[src/rtl/ep_tok_arb_pkg.sv]
// Shared types, defaults and helpers for the endpoint token arbiter.
package ep_arb_pkg;

  localparam int DEF_NUM_CHN    = 2;
  localparam int DEF_OFFER_TO   = 8;
  localparam int DEF_MAX_HOLD   = 4096;
  localparam int DEF_GAP_CYCLES = 1;

  typedef enum logic [1:0] {
    ST_GAP   = 2'd0,
    ST_OFFER = 2'd1,
    ST_BUSY  = 2'd2
  } arb_state_t;

  function automatic int clog2(input int v);
    int r;
    r = 0;
    for (int i = 0; i < 31; i++) begin
      if ((1 << i) < v) r = i + 1;
    end
    return r;
  endfunction

endpackage

[src/rtl/ep_tok_arb_if.sv]
// Token handshake and monitored TRN tx bus between the arbiter and its channels.
interface ep_tok_arb_if #(
  parameter int NUM_CHN = ep_arb_pkg::DEF_NUM_CHN
) ();

  // Handshake: chn_trn[i] offers the token to channel i; the channel takes it by
  // raising chn_drvn[i] and keeps it high while driving TRN tx. A TRN beat is
  // accepted in a cycle where trn_tsrc_rdy_n and trn_tdst_rdy_n are both low.
  logic [NUM_CHN-1:0] chn_reqep;
  logic [NUM_CHN-1:0] chn_drvn;
  logic [NUM_CHN-1:0] chn_trn;
  logic               trn_tsof_n;
  logic               trn_teof_n;
  logic               trn_tsrc_rdy_n;
  logic               trn_tdst_rdy_n;

  modport master (
    input  chn_reqep, chn_drvn,
    input  trn_tsof_n, trn_teof_n, trn_tsrc_rdy_n, trn_tdst_rdy_n,
    output chn_trn
  );

  modport slave (
    output chn_reqep, chn_drvn,
    output trn_tsof_n, trn_teof_n, trn_tsrc_rdy_n, trn_tdst_rdy_n,
    input  chn_trn
  );

endinterface

[src/rtl/ep_tok_arb_rr_pick.sv]
// Combinational round-robin search: first requesting channel after 'last'.
module rr_pick
  import ep_arb_pkg::*;
#(
  parameter int NUM_CHN = DEF_NUM_CHN,
  parameter int IDX_W   = clog2(NUM_CHN)
) (
  input  logic [NUM_CHN-1:0] req,
  input  logic [IDX_W-1:0]   last,
  output logic [IDX_W-1:0]   sel,
  output logic               any_req
);

  logic found;
  int   idx;

  // sel is only meaningful while any_req is set.
  always_comb begin
    sel     = '0;
    any_req = |req;
    found   = 1'b0;
    idx     = 0;
    for (int k = 1; k <= NUM_CHN; k++) begin
      idx = int'(last) + k;
      if (idx >= NUM_CHN) idx = idx - NUM_CHN;
      if (!found && req[IDX_W'(idx)]) begin
        sel   = IDX_W'(idx);
        found = 1'b1;
      end
    end
  end

endmodule

[src/rtl/ep_tok_arb.sv]
// Endpoint token arbiter: hands one TRN-tx token among channels, switching
// owners only at TLP boundaries, with sticky hold/protocol error flags.
module ep_tok_arb
  import ep_arb_pkg::*;
#(
  parameter int NUM_CHN    = DEF_NUM_CHN,
  parameter int OFFER_TO   = DEF_OFFER_TO,
  parameter int MAX_HOLD   = DEF_MAX_HOLD,
  parameter int GAP_CYCLES = DEF_GAP_CYCLES,
  parameter int IDX_W      = clog2(NUM_CHN)
) (
  input  logic              clk,
  input  logic              rst_n,
  ep_tok_arb_if.master      bus,
  output logic [IDX_W-1:0]  grant_idx,
  output logic              arb_busy,
  output logic              err_hold,
  output logic              err_proto,
  output arb_state_t        state_dbg
);

  localparam int GAP_W  = clog2(GAP_CYCLES) + 1;
  localparam int OFF_W  = clog2(OFFER_TO) + 1;
  localparam int HOLD_W = clog2(MAX_HOLD) + 1;

  arb_state_t         state_q, state_d;
  logic [GAP_W-1:0]   gap_cnt_q, gap_cnt_d;
  logic [OFF_W-1:0]   offer_cnt_q, offer_cnt_d;
  logic [HOLD_W-1:0]  hold_cnt_q, hold_cnt_d;
  logic [IDX_W-1:0]   last_q, last_d;
  logic [IDX_W-1:0]   grant_idx_q, grant_idx_d;
  logic [NUM_CHN-1:0] chn_trn_q, chn_trn_d;
  logic               arb_busy_q, arb_busy_d;
  logic               err_hold_q, err_hold_d;
  logic               err_proto_q, err_proto_d;
  logic               pkt_open_q, pkt_open_d;

  logic               beat_acc, sof_acc, drv_sel;
  logic [NUM_CHN-1:0] holder_mask;
  logic [IDX_W-1:0]   req_sel, poll_sel, pick;
  logic               any_req;

  rr_pick #(.NUM_CHN(NUM_CHN), .IDX_W(IDX_W)) u_rr_pick (
    .req     (bus.chn_reqep),
    .last    (last_q),
    .sel     (req_sel),
    .any_req (any_req)
  );

  assign beat_acc    = !bus.trn_tsrc_rdy_n && !bus.trn_tdst_rdy_n;
  assign sof_acc     = beat_acc && !bus.trn_tsof_n;
  assign drv_sel     = bus.chn_drvn[grant_idx_q];
  assign holder_mask = NUM_CHN'(1) << grant_idx_q;
  assign poll_sel    = (last_q == IDX_W'(NUM_CHN - 1)) ? '0 : last_q + 1'b1;
  assign pick        = any_req ? req_sel : poll_sel;

  // An eof beat wins over sof so a single-beat TLP leaves the tracker closed.
  always_comb begin
    pkt_open_d = pkt_open_q;
    if (beat_acc && !bus.trn_teof_n)     pkt_open_d = 1'b0;
    else if (sof_acc && bus.trn_teof_n)  pkt_open_d = 1'b1;
  end

  always_comb begin
    state_d     = state_q;
    gap_cnt_d   = gap_cnt_q;
    offer_cnt_d = offer_cnt_q;
    hold_cnt_d  = hold_cnt_q;
    last_d      = last_q;
    grant_idx_d = grant_idx_q;
    chn_trn_d   = chn_trn_q;
    err_hold_d  = err_hold_q;
    err_proto_d = err_proto_q | (|(bus.chn_drvn & ~holder_mask));
    unique case (state_q)
      ST_GAP: begin
        if (gap_cnt_q >= GAP_W'(GAP_CYCLES - 1)) begin
          state_d     = ST_OFFER;
          grant_idx_d = pick;
          chn_trn_d   = NUM_CHN'(1) << pick;
          offer_cnt_d = '0;
          gap_cnt_d   = '0;
        end else begin
          gap_cnt_d = gap_cnt_q + 1'b1;
        end
      end
      ST_OFFER: begin
        if (drv_sel) begin
          state_d    = ST_BUSY;
          hold_cnt_d = '0;
        end else if (offer_cnt_q >= OFF_W'(OFFER_TO - 1)) begin
          state_d   = ST_GAP;
          chn_trn_d = '0;
          last_d    = grant_idx_q;
          gap_cnt_d = '0;
        end else begin
          offer_cnt_d = offer_cnt_q + 1'b1;
        end
      end
      ST_BUSY: begin
        if (!(&hold_cnt_q)) hold_cnt_d = hold_cnt_q + 1'b1;
        // Overlong hold is only reported; the holder keeps the token.
        if (hold_cnt_d >= HOLD_W'(MAX_HOLD)) err_hold_d = 1'b1;
        if (!drv_sel && pkt_open_q) err_proto_d = 1'b1;
        if (!drv_sel && !pkt_open_q && !sof_acc) begin
          state_d   = ST_GAP;
          chn_trn_d = '0;
          last_d    = grant_idx_q;
          gap_cnt_d = '0;
        end
      end
      default: begin
        state_d   = ST_GAP;
        chn_trn_d = '0;
        gap_cnt_d = '0;
      end
    endcase
    arb_busy_d = |chn_trn_d;
  end

  always_ff @(posedge clk or negedge rst_n) begin
    if (!rst_n) begin
      state_q     <= ST_GAP;
      gap_cnt_q   <= '0;
      offer_cnt_q <= '0;
      hold_cnt_q  <= '0;
      last_q      <= IDX_W'(NUM_CHN - 1);
      grant_idx_q <= '0;
      chn_trn_q   <= '0;
      arb_busy_q  <= 1'b0;
      err_hold_q  <= 1'b0;
      err_proto_q <= 1'b0;
      pkt_open_q  <= 1'b0;
    end else begin
      state_q     <= state_d;
      gap_cnt_q   <= gap_cnt_d;
      offer_cnt_q <= offer_cnt_d;
      hold_cnt_q  <= hold_cnt_d;
      last_q      <= last_d;
      grant_idx_q <= grant_idx_d;
      chn_trn_q   <= chn_trn_d;
      arb_busy_q  <= arb_busy_d;
      err_hold_q  <= err_hold_d;
      err_proto_q <= err_proto_d;
      pkt_open_q  <= pkt_open_d;
    end
  end

  assign bus.chn_trn = chn_trn_q;
  assign grant_idx   = grant_idx_q;
  assign arb_busy    = arb_busy_q;
  assign err_hold    = err_hold_q;
  assign err_proto   = err_proto_q;
  assign state_dbg   = state_q;

endmodule

[src/flat_wrapper.sv]
// flat-port wrapper written by rule: the top's interface ports become plain ports
module ep_tok_arb_flat import ep_arb_pkg::*;
#(
  parameter int NUM_CHN    = DEF_NUM_CHN,
  parameter int OFFER_TO   = DEF_OFFER_TO,
  parameter int MAX_HOLD   = DEF_MAX_HOLD,
  parameter int GAP_CYCLES = DEF_GAP_CYCLES,
  parameter int IDX_W      = clog2(NUM_CHN)
)
  (clk, rst_n, grant_idx, arb_busy, err_hold, err_proto, state_dbg, bus_chn_reqep, bus_chn_drvn, bus_trn_tsof_n, bus_trn_teof_n, bus_trn_tsrc_rdy_n, bus_trn_tdst_rdy_n, bus_chn_trn);
  ep_tok_arb_if #(.NUM_CHN(NUM_CHN)) bus_i ();
  input  logic clk;
  input  logic rst_n;
  output logic [IDX_W-1:0] grant_idx;
  output logic arb_busy;
  output logic err_hold;
  output logic err_proto;
  output arb_state_t state_dbg;
  input wire logic [$bits(bus_i.chn_reqep)-1:0] bus_chn_reqep;
  input wire logic [$bits(bus_i.chn_drvn)-1:0] bus_chn_drvn;
  input wire logic [$bits(bus_i.trn_tsof_n)-1:0] bus_trn_tsof_n;
  input wire logic [$bits(bus_i.trn_teof_n)-1:0] bus_trn_teof_n;
  input wire logic [$bits(bus_i.trn_tsrc_rdy_n)-1:0] bus_trn_tsrc_rdy_n;
  input wire logic [$bits(bus_i.trn_tdst_rdy_n)-1:0] bus_trn_tdst_rdy_n;
  output wire logic [$bits(bus_i.chn_trn)-1:0] bus_chn_trn;
  assign bus_i.chn_reqep = bus_chn_reqep;
  assign bus_i.chn_drvn = bus_chn_drvn;
  assign bus_i.trn_tsof_n = bus_trn_tsof_n;
  assign bus_i.trn_teof_n = bus_trn_teof_n;
  assign bus_i.trn_tsrc_rdy_n = bus_trn_tsrc_rdy_n;
  assign bus_i.trn_tdst_rdy_n = bus_trn_tdst_rdy_n;
  assign bus_chn_trn = bus_i.chn_trn;
  ep_tok_arb #(.NUM_CHN(NUM_CHN), .OFFER_TO(OFFER_TO), .MAX_HOLD(MAX_HOLD), .GAP_CYCLES(GAP_CYCLES), .IDX_W(IDX_W)) u_core (.clk(clk), .rst_n(rst_n), .bus(bus_i), .grant_idx(grant_idx), .arb_busy(arb_busy), .err_hold(err_hold), .err_proto(err_proto), .state_dbg(state_dbg));
endmodule
[config.mk]
export PLATFORM = sky130hd
export DESIGN_NAME = ep_tok_arb_flat
export DESIGN_NICKNAME = d
export VERILOG_FILES = /design/src/rtl/ep_tok_arb_pkg.sv /design/src/rtl/ep_tok_arb_if.sv /design/src/rtl/ep_tok_arb_rr_pick.sv /design/src/rtl/ep_tok_arb.sv /design/src/flat_wrapper.sv
export SDC_FILE = /design/constraint.sdc
export NUM_CORES = 1
export LEC_CHECK = 0
export ABC_AREA = 1
export BUFFER_PORTS_ARGS = -buffer_cell sky130_fd_sc_hd__buf_2
export CORE_ASPECT_RATIO = 0.9
export CORE_MARGIN = 3
export CORE_UTILIZATION = 53
export DETAILED_ROUTE_END_ITERATION = 7
export MAX_ROUTING_LAYER = met4
export PLACE_DENSITY = 0.73
export SLEW_MARGIN = 25
export SYNTH_ARGS = -nofsm -noshare
export SYNTH_HDL_FRONTEND = slang
export SYNTH_SLANG_ARGS = --single-unit
[constraint.sdc]
create_clock -name clk -period 1.4 [get_ports clk]
set_input_delay 0.14 -clock clk [delete_from_list [all_inputs] [get_ports clk]]
set_output_delay 0.14 -clock clk [all_outputs]
set_load 0.005 [all_outputs]
== Word level (Yosys, flattened, before mapping) ==
Cells that the tools add are included.

* Add/sub/neg operators: 8
* $lt $le $gt $ge: 8
* Equal/unequal tests: 9
* Shift operators: 2
* Muxes and demuxes: 44
* Bitwise operators: 3
* Reductions and logical operators: 31

{| class="wikitable"
|+ Operator list
! kind !! number
|-
| two-way mux 13 bit || 3
|-
| case mux 13 bit (2 select lines) || 1
|-
| two-way mux 1 bit || 24
|-
| two-way mux 2 bit || 8
|-
| adder 13 x 1 -> 13 bit (second input constant) || 1
|-
| >= comparator 13 bit (second input constant) || 1
|-
| AND reduction 13 bit || 1
|-
| two-way mux 4 bit || 3
|-
| case mux 2 bit (3 select lines) || 2
|-
| logical AND 1 bit || 8
|-
| logical NOT 1 bit || 8
|-
| != test 2 x 1 -> 1 bit (second input constant) || 4
|-
| case mux 4 bit (2 select lines) || 1
|-
| AND reduction 4 bit || 2
|-
| less-than comparator 1 x 3 -> 1 bit (second input constant) || 2
|-
| AND reduction 2 bit || 3
|-
| AND reduction 3 bit || 2
|-
| nonzero test 2 bit || 3
|-
| OR reduction 2 bit || 3
|-
| adder 4 x 1 -> 4 bit (second input constant) || 1
|-
| >= comparator 4 x 3 -> 1 bit (second input constant) || 1
|-
| != test 2 bit (second input constant) || 2
|-
| << shifter 1 x 1 -> 2 bit (first input constant) || 2
|-
| adder 1 x 2 -> 3 bit (second input constant) || 1
|-
| 16 further kinds || 18
|}

* Register bits after elaboration: 28
* Input bits: 10
* Logic and storage cells: 116

== Longest topological paths before layout ==
* Depth in word-level cells: 15
* Depth in mapped cells: 9
* Depth with buffers taken out: 9

== Hierarchy ==
Synthesis repeated with hierarchy kept, for this count alone.

* Cell total of the unflattened synthesis: 219
* Area, all modules: 1606.5 um^2

{| class="wikitable"
|+ Modules (own cells, without submodules)
! module !! times used !! cells each !! area each (um^2) !! seq. area each (um^2)
|-
| ep_tok_arb || 1 || 215 || 1589.0 || 676.9
|-
| rr_pick || 1 || 4 || 17.5 || 0.0
|}

== Least setup slack after synthesis ==
No wires, ideal clock.

* Path type: register to register
* Start: register u_core.hold_cnt_q[0]
* End: register u_core.hold_cnt_q[1]
* Arrival: 1174 ps
* Path slack: 109 ps
* Cell stages (with the launch flop): 9
* Cells stage by stage: dfrtp_1 -> ha_1 -> nand2_1 -> nor2_4 -> nand2_2 -> nor2_4 -> nand2_1 -> nand3_1 -> nand2_1

* Cells in the longest elaborated chain, start to end: 4

{| class="wikitable"
|+ RTL lines
! element !! RTL line !! text
|-
| start, declared || ep_tok_arb.sv:29 || <nowiki>logic [HOLD_W-1:0] hold_cnt_q, hold_cnt_d;</nowiki>
|-
| start signal, assigned || ep_tok_arb.sv:137 || <nowiki>hold_cnt_q <= hold_cnt_d;</nowiki>
|-
| adder 13 x 1 -> 13 bit or AND reduction 13 bit (tied branches) || ep_tok_arb.sv:100 || <nowiki>if (!(&hold_cnt_q)) hold_cnt_d = hold_cnt_q + 1'b1;</nowiki>
|-
| two-way mux 13 bit * || ep_tok_arb.sv:100 ||
|-
| two-way mux 13 bit * || ep_tok_arb.sv:74 || <nowiki>unique case (state_q)</nowiki>
|-
| case mux 13 bit (2 select lines) * || ep_tok_arb.sv:74 ||
|}

Every way passes the cells marked *; elsewhere a longest branch is shown, timed or not. The select of a mux whose other input is x is not followed.
A chain may end at the register's enable or synchronous reset.

== Worst setup path in the final report ==
* Start: register u_core.hold_cnt_q[1]
* End: register u_core.hold_cnt_q[1]

Same word-level chain as after synthesis.

==> metrics.yaml <==
final_cells: 286
grt_pass1_wl_mm: 5.66
drtIter0Drc: 81
fin_nets: 259
status: "complete, no violations"
hold_violations: 0
ctsRootBufferMaster: "clkbuf_4"
htreeDepth: 1
antenna_found_initial: 0
wire_per_inst_microns: 11.7
critPathMaxFanout: 6
drive_above_1_share: 0.260
netlist_area_sq_um: 1610
synth-seq-cells: 27
reg2reg_to: "u_core.hold_cnt_q[1]$_DFFE_PN0P_"
syn_avg_cell_area_sq_um: 7.54
slew_violations: 0
grt_overflow: 0
clkTransAtPathRegs_ns: 0.14
cap_viol_max_count: 0
wl_mm: 3.36
timing.rr.start: "u_core.hold_cnt_q[1]$_DFFE_PN0P_"
die_area_sq_um: 3730
drc_errors: 0
yosys.area.top_type_share: 0.405
worstSetupEndpointType: "flop"
syn-num-nets: 225
die-height_microns: 58.2
fin_crit_ns: 1.33
place_inst: 274
ant_nets: 0
drt_pass1_iterations: 4
clockBufferDepth: 2
slew_headroom: 0.591
cts.sinks: 27
clock_latency_ns: 0.33
place_hpwl_mm: 2.53
crit_type: "flop to flop"
gp_congestion: 0.860
grt_setup_unrepaired: "true"
port_buffers: 17
finalClockSkew_ns: 0.00147
holdWs_ns: 0.0469
peakVddDrop_mv: 0.953
ys_seq_area_frac: 0.422
dieWidth_microns: 64.0
via_per_inst: 5.00
r2r_cells: 8
preCtsSetupSlack_ns: 0.00378
layout_common_cells: "58 x nand2_1, 30 x inv_1, 25 x dfrtp_1, 20 x nand3_1, 17 x buf_2"
worst_slack_ns: 0.0666
diodes: 0
grt_use_total: 0.202
grt_pass1_vias: 1277
r2r_slack_ns: 0.07
hold_end: "u_core.pkt_open_q$_DFFE_PN0P_"
max_freq_mhz: 750
ios: 18
cts_made_buffers: 3
start_kind: "flop"
pwr_density_cell_nw_per_um2: 1440
synth_area_leaders: "dfrtp_1 41%, nand2_1 14%, inv_1 7.2%"
initial_utilization: 0.570
cts_tree: "built"
std_cell_rows: 18
final_common_cell: "nand2_1"
arrival_ns: 1.57
hp-class: "primary input to flop"
ys_warn_count: 0
netlist-cell-type-count: 25
leakagePower_nw: 0.985
finalSetupViolCount: 0
syn_inst: 213
fin_crit_sh: 0.952
hp-start: "bus_trn_teof_n"
grt_max_degree: 28
fp.coreArea_sq_um: 2820
cp.required_ns: 1.64
yosys.area.top_type: "dfrtp_1"
dr_total_vias: 1429
finalSetupTns_ns: 0
worst_pin_slew_ns: 0.614
synthToLayoutAreaGrowth_pct: 18.9
hold_depth: 3
## cell families after synthesis
kind of cell,synth area share
adder cells (fa/ha/maj),0.0156
AO/OA/AOI/OAI,0.0826
AND/OR/NAND/NOR,0.367
buffers and inverters,0.0850
XOR/XNOR,0.0218
flip-flops,0.422
multiplexers,0.00624
## cell type report
| cell class | count | area (sq um) |
|---|---|---|
| fill | 241 | 906 |
| timing repair buffer | 30 | 185 |
| multi-input combinational | 150 | 838 |
| inverter | 35 | 131 |
| tap | 40 | 50.0 |
| sequential | 27 | 678 |
| clock buffer | 4 | 26.3 |
## worst max path at each step
stage,startpoint,end
2_1_floorplan,u_core.hold_cnt_q[0]$_DFFE_PN0P_,u_core.hold_cnt_q[1]$_DFFE_PN0P_
3_3_place_gp,u_core.hold_cnt_q[0]$_DFFE_PN0P_,u_core.hold_cnt_q[1]$_DFFE_PN0P_
3_5_place_dp,u_core.hold_cnt_q[1]$_DFFE_PN0P_,u_core.hold_cnt_q[1]$_DFFE_PN0P_
4_1_cts,u_core.hold_cnt_q[1]$_DFFE_PN0P_,u_core.hold_cnt_q[9]$_DFFE_PN0P_
5_1_grt,u_core.hold_cnt_q[1]$_DFFE_PN0P_,u_core.hold_cnt_q[6]$_DFFE_PN0P_
6_report,u_core.hold_cnt_q[1]$_DFFE_PN0P_,u_core.hold_cnt_q[1]$_DFFE_PN0P_
## report_power, final
group	internal (mW)	leakage, nW	switching, mW	total (mW)
Combinational	0.512	0.622	0.741	1.25
Sequential	0.978	0.348	0.175	1.15
Clock	0.112	0.0150	0.232	0.344
## per-layer routing
metal	wire length, microns	GRT usage	part of all wire	vias up
met5	0	-	0	-
met3	199	0.0407	0.059	2
met1	1610	0.255	0.48	654
met2	1520	0.339	0.45	37
li1	-	-	-	736
met4	19	0.0369	0.0057	0
## critical path, cell delays in order, from the launching register on
cell	delay [ns]
dfrtp_1	0.43
ha_4	0.17
nand2_2	0.07
nor2_4	0.17
nand2_4	0.08
nor2_4	0.14
nand2_1	0.07
nand3_1	0.06
nand2_1	0.05
## synth_stat cells
cell type   n
nand2_4     3
o21ai_1     3
nand2_2     6
buf_2       1
nand3_4     1
nand3_1    20
dfrtp_1    26
nand4_2     1
dfstp_2     1
nand4_1     1
nand3b_1    2
o211ai_1    1
nor2_2      3
inv_2       4
nor3_1      1
mux2i_1     1
nand2_1    60
xor2_1      4
nor2_1     14
ha_1        2
nand3b_4    1
a21oi_1     7
inv_1      31
o21ai_0    15
nor2_4      4
## registers in the layout, indices dropped and copies added, names as in the netlist
register	cells
u_core.err_proto	1
u_core.offer_cnt_q	4
u_core.last_q	1
u_core.pkt_open_q	1
u_core.grant_idx	1
u_core.bus.chn_trn	2
u_core.err_hold	1
u_core.hold_cnt_q	13
u_core.arb_busy	1
u_core.state_dbg	2
## stage by stage
| step | utilization | area (sq um) | power (mW) |
|---|---|---|---|
| finish | 0.678 | 1910 | 2.75 |
| global route | 0.678 | 1910 | 2.97 |
| CTS | 0.644 | 1810 | 2.65 |
| detailed placement | 0.630 | 1770 | 2.30 |
| global placement | 0.630 | 1770 | 2.26 |
| floorplan | - | 1610 | 1.89 |
## what timing repair did
action	CTS	global route
hold buffers	1	0
setup buffers	0	7
hold endpoints to repair	26	0
gates resized for setup	1	13
pin swaps	0	7
cloned	0	0
setup endpoints to repair	4	16
Power figures use the tool's default switching activity.
